File: src/rtl/alu_pkg.sv
// Shared opcode and state types for the sequential ALU.
package alu_pkg;

    localparam int OP_W = 3;

    typedef enum logic [OP_W-1:0] {
        OP_ADD = 3'd0,
        OP_SUB = 3'd1,
        OP_AND = 3'd2,
        OP_OR  = 3'd3,
        OP_XOR = 3'd4,
        OP_SLT = 3'd5,
        OP_MUL = 3'd6,
        OP_DIV = 3'd7
    } op_t;

    typedef enum logic [1:0] {
        ST_IDLE = 2'd0,
        ST_BUSY = 2'd1,
        ST_DONE = 2'd2
    } state_t;

endpackage

File: src/rtl/alu_seq_if.sv
// Operand/result handshake bundle between decode, the ALU and writeback.
interface alu_seq_if
    import alu_pkg::*;
#(
    parameter int WIDTH = 32
);
    logic             in_valid;
    logic             in_ready;
    logic [WIDTH-1:0] A;
    logic [WIDTH-1:0] B;
    logic [OP_W-1:0]  Op;
    logic             out_valid;
    logic             out_ready;
    logic [WIDTH-1:0] Result;
    logic [WIDTH-1:0] ResultHi;
    logic             Zero;
    logic             Cout;
    logic             Overflow;
    logic             DivZero;

    modport master (
        output in_valid, A, B, Op, out_ready,
        input  in_ready, out_valid, Result, ResultHi, Zero, Cout, Overflow, DivZero
    );

    modport slave (
        input  in_valid, A, B, Op, out_ready,
        output in_ready, out_valid, Result, ResultHi, Zero, Cout, Overflow, DivZero
    );
endinterface

File: src/rtl/alu_seq_muldiv_unit.sv
// Iterative unsigned multiply (shift-add) / divide (restoring), one bit per cycle.
// Latency WIDTH cycles after start; done flags the final step, lo/hi carry that step's result.
module seq_muldiv_unit #(
    parameter int WIDTH = 32,
    parameter int CNT_W = $clog2(WIDTH) + 1
) (
    input  logic             clk,
    input  logic             rst,
    input  logic             start,
    input  logic             is_div,
    input  logic [WIDTH-1:0] a,
    input  logic [WIDTH-1:0] b,
    output logic             done,
    output logic [WIDTH-1:0] lo,
    output logic [WIDTH-1:0] hi
);

    logic [WIDTH-1:0] hi_q, hi_d;
    logic [WIDTH-1:0] lo_q, lo_d;
    logic [WIDTH-1:0] b_q, b_d;
    logic             is_div_q, is_div_d;
    logic [CNT_W-1:0] cnt_q, cnt_d;

    logic [WIDTH-1:0] hi_step;
    logic [WIDTH-1:0] lo_step;
    logic [WIDTH:0]   add_sum;
    logic [WIDTH:0]   shifted;
    logic [WIDTH:0]   diff;

    // MUL: {hi,lo} shifts right, hi accumulates b when the multiplier LSB is set.
    // DIV: remainder in hi, dividend shifts out of lo while quotient bits shift in.
    always_comb begin
        hi_step = hi_q;
        lo_step = lo_q;
        add_sum = {1'b0, hi_q} + (lo_q[0] ? {1'b0, b_q} : {(WIDTH+1){1'b0}});
        shifted = {hi_q, lo_q[WIDTH-1]};
        diff    = shifted - {1'b0, b_q};
        if (is_div_q) begin
            if (!diff[WIDTH]) begin
                hi_step = diff[WIDTH-1:0];
                lo_step = {lo_q[WIDTH-2:0], 1'b1};
            end else begin
                hi_step = shifted[WIDTH-1:0];
                lo_step = {lo_q[WIDTH-2:0], 1'b0};
            end
        end else begin
            hi_step = add_sum[WIDTH:1];
            lo_step = {add_sum[0], lo_q[WIDTH-1:1]};
        end
    end

    always_comb begin
        hi_d     = hi_q;
        lo_d     = lo_q;
        b_d      = b_q;
        is_div_d = is_div_q;
        cnt_d    = cnt_q;
        if (start) begin
            hi_d     = '0;
            lo_d     = a;
            b_d      = b;
            is_div_d = is_div;
            cnt_d    = CNT_W'(WIDTH);
        end else if (cnt_q != '0) begin
            hi_d  = hi_step;
            lo_d  = lo_step;
            cnt_d = cnt_q - CNT_W'(1);
        end
    end

    always_ff @(posedge clk) begin
        if (rst) begin
            hi_q     <= '0;
            lo_q     <= '0;
            b_q      <= '0;
            is_div_q <= 1'b0;
            cnt_q    <= '0;
        end else begin
            hi_q     <= hi_d;
            lo_q     <= lo_d;
            b_q      <= b_d;
            is_div_q <= is_div_d;
            cnt_q    <= cnt_d;
        end
    end

    assign done = (cnt_q == CNT_W'(1));
    assign lo   = lo_step;
    assign hi   = hi_step;

endmodule

File: src/rtl/alu_seq.sv
// Handshaked ALU: single-cycle ops and DIV-by-zero in 1 cycle, MUL/DIV in WIDTH+1 cycles.
// Result held in DONE until out_ready; in_ready only in IDLE, so issue interval is >= 2 cycles.
module alu_seq
    import alu_pkg::*;
#(
    parameter int WIDTH = 32,
    parameter int CNT_W = $clog2(WIDTH) + 1
) (
    input  logic     clk,
    input  logic     rst,
    alu_seq_if.slave bus
);

    state_t           state_q, state_d;
    op_t              op_q, op_d;
    logic [WIDTH-1:0] result_q, result_d;
    logic [WIDTH-1:0] result_hi_q, result_hi_d;
    logic             zero_q, zero_d;
    logic             cout_q, cout_d;
    logic             ovf_q, ovf_d;
    logic             divz_q, divz_d;

    op_t              op;
    logic             accept;
    logic             is_iter;
    logic             mdu_start;
    logic             mdu_done;
    logic [WIDTH-1:0] mdu_lo;
    logic [WIDTH-1:0] mdu_hi;

    logic             is_sub;
    logic [WIDTH-1:0] b_eff;
    logic [WIDTH:0]   sum;
    logic [WIDTH-1:0] sc_res;
    logic [WIDTH-1:0] sc_hi;
    logic             sc_cout;
    logic             sc_ovf;
    logic             sc_divz;

    assign op        = op_t'(bus.Op);
    assign accept    = bus.in_valid && (state_q == ST_IDLE);
    assign is_iter   = (op == OP_MUL) || ((op == OP_DIV) && (bus.B != '0));
    assign mdu_start = accept && is_iter;

    seq_muldiv_unit #(
        .WIDTH (WIDTH),
        .CNT_W (CNT_W)
    ) u_muldiv (
        .clk    (clk),
        .rst    (rst),
        .start  (mdu_start),
        .is_div (op == OP_DIV),
        .a      (bus.A),
        .b      (bus.B),
        .done   (mdu_done),
        .lo     (mdu_lo),
        .hi     (mdu_hi)
    );

    // SUB reuses the adder as A + ~B + 1, so Cout=1 means no borrow.
    always_comb begin
        sc_res  = '0;
        sc_hi   = '0;
        sc_cout = 1'b0;
        sc_ovf  = 1'b0;
        sc_divz = 1'b0;
        is_sub  = (op == OP_SUB);
        b_eff   = is_sub ? ~bus.B : bus.B;
        sum     = {1'b0, bus.A} + {1'b0, b_eff} + {{WIDTH{1'b0}}, is_sub};
        case (op)
            OP_ADD, OP_SUB: begin
                sc_res  = sum[WIDTH-1:0];
                sc_cout = sum[WIDTH];
                sc_ovf  = (bus.A[WIDTH-1] == b_eff[WIDTH-1]) &&
                          (sum[WIDTH-1] != bus.A[WIDTH-1]);
            end
            OP_AND: sc_res = bus.A & bus.B;
            OP_OR:  sc_res = bus.A | bus.B;
            OP_XOR: sc_res = bus.A ^ bus.B;
            OP_SLT: sc_res = {{(WIDTH-1){1'b0}}, ($signed(bus.A) < $signed(bus.B))};
            OP_DIV: begin
                sc_res  = '1;
                sc_hi   = bus.A;
                sc_divz = 1'b1;
            end
            default: ;
        endcase
    end

    always_comb begin
        state_d     = state_q;
        op_d        = op_q;
        result_d    = result_q;
        result_hi_d = result_hi_q;
        zero_d      = zero_q;
        cout_d      = cout_q;
        ovf_d       = ovf_q;
        divz_d      = divz_q;
        case (state_q)
            ST_IDLE: begin
                if (accept) begin
                    op_d = op;
                    if (is_iter) begin
                        state_d = ST_BUSY;
                    end else begin
                        state_d     = ST_DONE;
                        result_d    = sc_res;
                        result_hi_d = sc_hi;
                        zero_d      = (sc_res == '0);
                        cout_d      = sc_cout;
                        ovf_d       = sc_ovf;
                        divz_d      = sc_divz;
                    end
                end
            end
            ST_BUSY: begin
                if (mdu_done) begin
                    state_d     = ST_DONE;
                    result_d    = mdu_lo;
                    result_hi_d = mdu_hi;
                    zero_d      = (mdu_lo == '0);
                    cout_d      = (op_q == OP_MUL) && (mdu_hi != '0);
                    ovf_d       = 1'b0;
                    divz_d      = 1'b0;
                end
            end
            ST_DONE: begin
                if (bus.out_ready) begin
                    state_d = ST_IDLE;
                end
            end
            default: state_d = ST_IDLE;
        endcase
    end

    always_ff @(posedge clk) begin
        if (rst) begin
            state_q     <= ST_IDLE;
            op_q        <= OP_ADD;
            result_q    <= '0;
            result_hi_q <= '0;
            zero_q      <= 1'b1;
            cout_q      <= 1'b0;
            ovf_q       <= 1'b0;
            divz_q      <= 1'b0;
        end else begin
            state_q     <= state_d;
            op_q        <= op_d;
            result_q    <= result_d;
            result_hi_q <= result_hi_d;
            zero_q      <= zero_d;
            cout_q      <= cout_d;
            ovf_q       <= ovf_d;
            divz_q      <= divz_d;
        end
    end

    assign bus.in_ready  = (state_q == ST_IDLE);
    assign bus.out_valid = (state_q == ST_DONE);
    assign bus.Result    = result_q;
    assign bus.ResultHi  = result_hi_q;
    assign bus.Zero      = zero_q;
    assign bus.Cout      = cout_q;
    assign bus.Overflow  = ovf_q;
    assign bus.DivZero   = divz_q;

endmodule

File: src/flat_wrapper.sv
// flat-port wrapper written by rule: the top's interface ports become plain ports
module alu_seq_flat import alu_pkg::*;
#(
    parameter int WIDTH = 32,
    parameter int CNT_W = $clog2(WIDTH) + 1
)
  (clk, rst, bus_in_valid, bus_A, bus_B, bus_Op, bus_out_ready, bus_in_ready, bus_out_valid, bus_Result, bus_ResultHi, bus_Zero, bus_Cout, bus_Overflow, bus_DivZero);
  alu_seq_if #(.WIDTH(WIDTH)) bus_i ();
  input  logic clk;
  input  logic rst;
  input wire logic [$bits(bus_i.in_valid)-1:0] bus_in_valid;
  input wire logic [$bits(bus_i.A)-1:0] bus_A;
  input wire logic [$bits(bus_i.B)-1:0] bus_B;
  input wire logic [$bits(bus_i.Op)-1:0] bus_Op;
  input wire logic [$bits(bus_i.out_ready)-1:0] bus_out_ready;
  output wire logic [$bits(bus_i.in_ready)-1:0] bus_in_ready;
  output wire logic [$bits(bus_i.out_valid)-1:0] bus_out_valid;
  output wire logic [$bits(bus_i.Result)-1:0] bus_Result;
  output wire logic [$bits(bus_i.ResultHi)-1:0] bus_ResultHi;
  output wire logic [$bits(bus_i.Zero)-1:0] bus_Zero;
  output wire logic [$bits(bus_i.Cout)-1:0] bus_Cout;
  output wire logic [$bits(bus_i.Overflow)-1:0] bus_Overflow;
  output wire logic [$bits(bus_i.DivZero)-1:0] bus_DivZero;
  assign bus_i.in_valid = bus_in_valid;
  assign bus_i.A = bus_A;
  assign bus_i.B = bus_B;
  assign bus_i.Op = bus_Op;
  assign bus_i.out_ready = bus_out_ready;
  assign bus_in_ready = bus_i.in_ready;
  assign bus_out_valid = bus_i.out_valid;
  assign bus_Result = bus_i.Result;
  assign bus_ResultHi = bus_i.ResultHi;
  assign bus_Zero = bus_i.Zero;
  assign bus_Cout = bus_i.Cout;
  assign bus_Overflow = bus_i.Overflow;
  assign bus_DivZero = bus_i.DivZero;
  alu_seq #(.WIDTH(WIDTH), .CNT_W(CNT_W)) u_core (.clk(clk), .rst(rst), .bus(bus_i));
endmodule
File: config.mk
export PLATFORM = sky130hd
export DESIGN_NAME = alu_seq_flat
export DESIGN_NICKNAME = d
export VERILOG_FILES = /design/src/rtl/alu_pkg.sv /design/src/rtl/alu_seq_if.sv /design/src/rtl/alu_seq_muldiv_unit.sv /design/src/rtl/alu_seq.sv /design/src/flat_wrapper.sv
export SDC_FILE = /design/constraint.sdc
export NUM_CORES = 1
export LEC_CHECK = 0
export ABC_AREA = 1
export CAP_MARGIN = 20
export CORE_UTILIZATION = 50
export DETAILED_ROUTE_END_ITERATION = 8
export PLACE_DENSITY = 0.7
export SETUP_SLACK_MARGIN = 0.3
export SLEW_MARGIN = 20
export SYNTH_ARGS = -nofsm -noshare
export SYNTH_HDL_FRONTEND = slang
export SYNTH_SLANG_ARGS = --single-unit
File: constraint.sdc
create_clock -name clk -period 10.11 [get_ports clk]
set_input_delay 1.5165 -clock clk [delete_from_list [all_inputs] [get_ports clk]]
set_output_delay 1.5165 -clock clk [all_outputs]
set_load 0.02 [all_outputs]
==> impl_metrics.json, run 1 <==
{
  "grt_max_degree": 80,
  "clock_latency_ps": 470,
  "cts-root-buf": "clkbuf_16",
  "seq_area_frac_synth_pct": 19.36,
  "tritoncts": "built",
  "p_per_area_mw_per_mm2": 241.6,
  "wire_per_inst_microns": 20.57,
  "synthSimpleGateAreaFrac_pct": 32.25,
  "cts_resized": 0,
  "first_iter_violations": 2329,
  "die_w_microns": 192.8,
  "path_clk_slew_ps": 80,
  "reg2regPathDepth": 21,
  "drive_gt1_share_pct": 3.410,
  "slew_headroom_pct": 25.47,
  "synth_edf_count": 0,
  "drc": 0,
  "ys.flop_type": "dfxtp_1",
  "slew_violations": 0,
  "final_nets": 3400,
  "worstMarginPinSlew_ps": 1117,
  "cts.sink_count": 176,
  "power.total_mw": 4.956,
  "synth_top_family_by_area": "simple AND/OR/NAND/NOR gates",
  "clockBufferDepth": 2,
  "hold_violations": 0,
  "fin_worst_skew_ps": 15.44,
  "finish.instance_area_sq_mm": 0.02051,
  "dp_hpwl_microns": 58510,
  "synthArstFlopShare_pct": 0,
  "io_pins": 141,
  "fin_crit_ps": 5694,
  "status": "finished clean",
  "initial_core_util_pct": 51.04,
  "cts_max_level": 4,
  "numPortBuffers": 140,
  "viasPerCell": 5.806,
  "reg2reg_to": "u_core.bus.Cout",
  "synth_fa_ha_area_share_pct": 14.15,
  "finalSetupTns_ps": 0,
  "irDropWorstVdd_mv": 0.1693,
  "syn-mean-instance-area_sq_um": 5.967,
  "grt_setup_unrepaired": "false",
  "synth_compound_area_share_pct": 19.52,
  "yosys_warnings": 0,
  "dpl_cell_area_sq_mm": 0.01992,
  "yosys-mux-area-fraction_pct": 0.2200,
  "grt_first_pass_wirelength_microns": 110200,
  "clock.fmax_mhz": 175.6,
  "areaGrowthSynthToFinish_pct": 12.71,
  "r2r-start": "u_core.u_muldiv.lo_q[0]",
  "track_usage_pct": 39.35,
  "startpoint_type": "input port",
  "hold_slack_ps": 464.6,
  "cts_buffers": 17,
  "hold_end": "u_core.bus.DivZero",
  "r2r_setup_slack_ps": 6210,
  "crit_path_end_kind": "register",
  "rows": 69,
  "num_antenna_cells": 0,
  "hold_depth": 2,
  "critPathArrivalTime_ps": 6100,
  "syn_inst": 3050,
  "leakagePower_nw": 10.13,
  "hp-class": "reg -> reg",
  "final-setup-viol-count": 0,
  "synth_area_sq_mm": 0.01820,
  "antenna_found_initial": 0,
  "first_pass_iters": 8,
  "synthDistinctLibCells": 52,
  "die_h_microns": 192.8,
  "post-cts-setup-buffers": 0,
  "synth_xor_area_share_pct": 2.454,
  "coreArea_sq_mm": 0.03566,
  "vias": 20890,
  "crit_type": "in -> reg",
  "synth-seq-cells": 176,
  "postRouteAntennaNets": 0,
  "gp_congestion": 0.9950,
  "grt_remaining_overflow": 0,
  "grt_pass1_vias": 19690,
  "hold_buffers": 0,
  "drv_cap": 0,
  "syn_nets": 3325,
  "min_period_over_period_pct": 56.32,
  "path_max_fanout": 24,
  "hp-start": "u_core.bus.DivZero",
  "dieArea_sq_mm": 0.03717,
  "finalWirelength_microns": 74050,
  "crit_required_ps": 10520,
  "final_util_pct": 57.53
}
## cell usage in the layout (no fill, tap or decap), drive strengths merged, types with 2 or more instances in the layout
| master | count |
|---|---|
| xor2 | 45 |
| o22ai | 7 |
| dfxtp | 176 |
| nor4 | 14 |
| or2 | 14 |
| o311ai | 2 |
| o211ai | 30 |
| o21ai | 182 |
| nand3b | 16 |
| o221ai | 11 |
| nor3b | 4 |
| and3 | 2 |
| clkinvlp | 2 |
| xnor2 | 6 |
| o21bai | 9 |
| ha | 201 |
| clkinv | 7 |
| clkdlybuf4s50 | 139 |
| a21o | 4 |
| clkbuf | 19 |
| nand3 | 171 |
| nand4 | 23 |
| o21a | 7 |
| inv | 470 |
| a31oi | 38 |
| nand2 | 888 |
| nor3 | 31 |
| mux2i | 4 |
| a21oi | 321 |
| or4 | 2 |
| and2 | 7 |
| a221oi | 22 |
| nand2b | 2 |
| nor2 | 230 |
| fa | 3 |
| a211oi | 4 |
| buf | 21 |
## cell usage after synthesis, drive strengths merged, types with 30 or more instances
library cell	instances	share of area, %
nand2	888	19
inv	462	9.5
a21oi	321	9.0
nor2	230	4.8
ha	201	14
o21ai	182	5.0
dfxtp	176	19
nand3	171	4.8
clkbuf	75	1.5
xor2	45	2.2
a31oi	38	1.3
nor3	31	0.85
o211ai	30	1.2
## metrics by stage
| step | cells | setup WS, ps |
|---|---|---|
| after CTS | 3599 | 4504 |
| final | 3599 | 4416 |
| after global placement | 3567 | 4134 |
| after detailed placement | 3567 | 4045 |
| after global routing | 3599 | 4100 |
| after floorplan | 3050 | 5882 |
## logic make-up after synthesis
logic type | after synthesis
AO/OA/AOI/OAI | 639
multiplexers | 4
adder cells (fa/ha/maj) | 204
XOR/XNOR | 51
buffers and inverters | 571
AND/OR/NAND/NOR | 1405
flip-flops | 176
## area by class of cell
cell class              instances  area [sq um]
fillers                      3606         15140
well taps                     461         576.8
clock inverters                13         140.1
multi-input cells            2303         12520
flip-flops and latches        176          3525
clock buffers                  19         452.9
inverters                     467          1753
repair buffers                160          1546
## flip-flops by register name, summed over array words and instances (netlist names), 2 cells and up
| name | cells |
|---|---|
| u_core.u_muldiv.cnt_q | 6 |
| u_core.u_muldiv.lo_q | 32 |
| u_core.bus.ResultHi | 32 |
| u_core.op_q | 3 |
| u_core.state_q | 2 |
| u_core.u_muldiv.b_q | 32 |
| u_core.bus.Result | 32 |
| u_core.u_muldiv.hi_q | 32 |
## layer usage
layer | global-route usage, % | vias up | routed length (microns) | part of all wire [%]
met2 | 63.72 | 1032 | 33140 | 45
met1 | 50.49 | 9622 | 30910 | 42
met5 | 0 | - | 0 | 0
li1 | - | 10050 | - | -
met3 | 7.165 | 187 | 6652 | 9.0
met4 | 17.78 | 0 | 3344 | 4.5
## power by group
part	total, mW	internal [mW]	switching, mW
Sequential	0.945	0.813	0.132
Clock	0.708	0.363	0.344
Combinational	3.30	1.02	2.29
## how the worst max path moves through the flow
stage	start	end	slack, ps
finish	bus_Op[2]	u_core.bus.Zero	4420
global route	bus_Op[2]	u_core.bus.Zero	4100
CTS	bus_Op[2]	u_core.bus.Zero	4500
detailed placement	bus_Op[2]	u_core.bus.Zero	4040
global placement	bus_Op[2]	u_core.bus.Zero	4130
floorplan	bus_Op[0]	u_core.bus.Zero	5880
## worst max-delay path, stage by stage
cell and delay (ps):
clkdlybuf4s50_1 470, inv_1 80, buf_4 360, nand3_2 430, buf_4 410, xor2_1 220
inv_1 90, fa_1 410, inv_1 150, nand3_1 90, nand2_1 130, nand2_1 60
nand3_1 230, nand2_1 90, nand2_1 200, nand2_1 110, nand2_1 100, nand2_1 50
nand3_1 90, nand2_1 100, nor2_1 110, nand4_1 80, nor2_1 180, nand4_1 120
nand2_1 80, nand2_1 50, nand2_1 80
(Power assumes the default switching activity.)
==> run 2, diff against run 1 <==
- clock period: 10.11 -> 5.65 ns (I/O delays scaled with it)
==> impl_metrics.json, run 2 (synthesis gave the netlist of run 1 again) <==
{
  "p_per_area_mw_per_mm2": 432.1,
  "viasPerCell": 5.874,
  "dpl_cell_area_sq_mm": 0.02002,
  "fin_crit_ps": 4619,
  "min_period_over_period_pct": 81.76,
  "placed_cells": 3581,
  "final_nets": 3414,
  "critPathArrivalTime_ps": 5020,
  "io_pins": 141,
  "dp_hpwl_microns": 58940,
  "cts_buffers": 17,
  "startpoint_type": "input port",
  "power.total_mw": 8.908,
  "path_clk_slew_ps": 70,
  "post-cts-setup-buffers": 0,
  "path_cells": "clkdlybuf4s50_1 > nand3_2 > buf_4 > xor2_1 > ha_1 > nand2_1 > nor2_1 > inv_1 > nor3_1 > nand3_1 > nand3_1 > nand2_1 > nand3_1 > nand2_1 > nor2_1 > nand2_1 > nor2_1 > nand4_1 > nand2_1 > nand2_1 > nand2_1",
  "hp-class": "reg -> reg",
  "finalWirelength_microns": 74200,
  "grt_max_degree": 84,
  "initial_core_util_pct": 51.04,
  "drv_cap": 0,
  "grt_setup_unrepaired": "false",
  "clock.fmax_mhz": 216.5,
  "die_w_microns": 192.8,
  "cts-root-buf": "clkbuf_16",
  "dieArea_sq_mm": 0.03717,
  "n_fill_cell": 3599,
  "fin_worst_skew_ps": 18.23,
  "drc": 0,
  "tritoncts": "built",
  "slew_headroom_pct": 30.00,
  "hold_violations": 0,
  "grt_first_pass_wirelength_microns": 111100,
  "cp_num_buf_inv": 3,
  "intPower_mw": 3.939,
  "finalSetupTns_ps": 0,
  "irDropWorstVdd_mv": 0.2589,
  "p_comb_share_pct": 66.9,
  "coreArea_sq_mm": 0.03566,
  "clock_latency_ps": 470,
  "fin_cells": 3613,
  "leakagePower_nw": 10.21,
  "sw_frac_of_total_pct": 55.79,
  "cpMaxStageDelayCell": "clkdlybuf4s50_1",
  "crit_type": "in -> reg",
  "areaGrowthSynthToFinish_pct": 13.29,
  "p_sw_mw": 4.970,
  "final_util_pct": 57.83,
  "track_usage_pct": 39.70,
  "cts_max_level": 4,
  "critPathMaxStageDelay_ps": 680,
  "vias": 21220,
  "clockBufferDepth": 2,
  "multiInputGateArea_sq_mm": 0.01252,
  "wire_per_inst_microns": 20.54,
  "cp_common_cell": "nand2_1",
  "rows": 69,
  "slew_violations": 0,
  "status": "finished clean",
  "path_max_fanout": 19,
  "p_clk_share_pct": 14.2,
  "final-setup-viol-count": 0,
  "cp_top_family": "simple AND/OR/NAND/NOR gates",
  "antenna_found_initial": 0,
  "cts.sink_count": 176,
  "postRouteAntennaNets": 0,
  "seqCellArea_sq_mm": 0.003525,
  "drive_gt1_share_pct": 3.807,
  "seqPwrFrac_pct": 19.0,
  "crit_path_end_kind": "register",
  "die_h_microns": 192.8,
  "gp_congestion": 1.060,
  "first_pass_iters": 7,
  "grt_remaining_overflow": 0,
  "cts_resized": 0,
  "crit_required_ps": 6050,
  "worstMarginPinSlew_ps": 1044,
  "finish.instance_area_sq_mm": 0.02062,
  "numPortBuffers": 140,
  "grt_pass1_vias": 19590,
  "final_cell_mix": "nand2_1, inv_1, a21oi_1, nor2_1, ha_1",
  "first_iter_violations": 2349,
  "layout.cells.most_common": "nand2_1",
  "hold_buffers": 0,
  "num_antenna_cells": 0
}
-- run 2: path summary, 6_finish.rpt --
kind                            from              endpoint  slack (ps)  cells after the start
max                        bus_Op[0]       u_core.bus.Zero        1030                     21
min             u_core.bus.Result[0]  u_core.bus.Result[0]         470                      2
max reg2reg  u_core.u_muldiv.lo_q[0]       u_core.bus.Cout        1630                     19
min reg2reg     u_core.bus.Result[0]  u_core.bus.Result[0]         470                      2
-- run 2: power groups by stage --
stage / Clock [mW] / Sequential [mW] / Combinational, mW
final: 1.26 / 1.69 / 5.96
after global routing: 1.31 / 1.71 / 6.55
after floorplan: 0 / 1.67 / 4.21
after global placement: 0 / 1.70 / 5.72
after detailed placement: 0 / 1.70 / 5.78
after CTS: 1.26 / 1.68 / 5.82
-- run 2: area by class of cell --
class                   instances  area share [%]
inverters                     467           8.502
clock buffers                  17           2.063
multi-input cells            2303           60.71
well taps                     461           2.798
clock inverters                15          0.8253
flip-flops and latches        176           17.09
repair buffers                174           8.010
-- run 2: per-layer routing --
metal  share of wire, %  global-route usage [%]  vias up
li1                   -                       -    10090
met1                 41                   51.86     9900
met2                 45                   64.61     1066
met3                9.1                   6.092      163
met4                4.1                   16.57        0
met5                  0                       0        -
-- run 2: worst reg2reg max path: stages, from the launching register on --
cell and delay (ps):
dfxtp_1 570, buf_4 430, nand2_1 180, inv_1 80, ha_1 230, nand2_1 150
nor2_1 380, nand2_1 160, a21oi_1 350, nor2_1 110, a21oi_1 140, nor2_1 110
nor2_1 170, nand2_1 70, nor2_1 290, nand2_1 90, nor2_1 110, nand2_1 100
nand2_1 100, a21oi_1 70
-- run 2: per-stage QoR --
stage	worst slack, ps	hold slack (ps)
after floorplan	2091	429.0
after global placement	710.4	440.9
after detailed placement	666.0	458.0
after CTS	1125	469.9
after global routing	811.7	488.5
final	1031	471.2
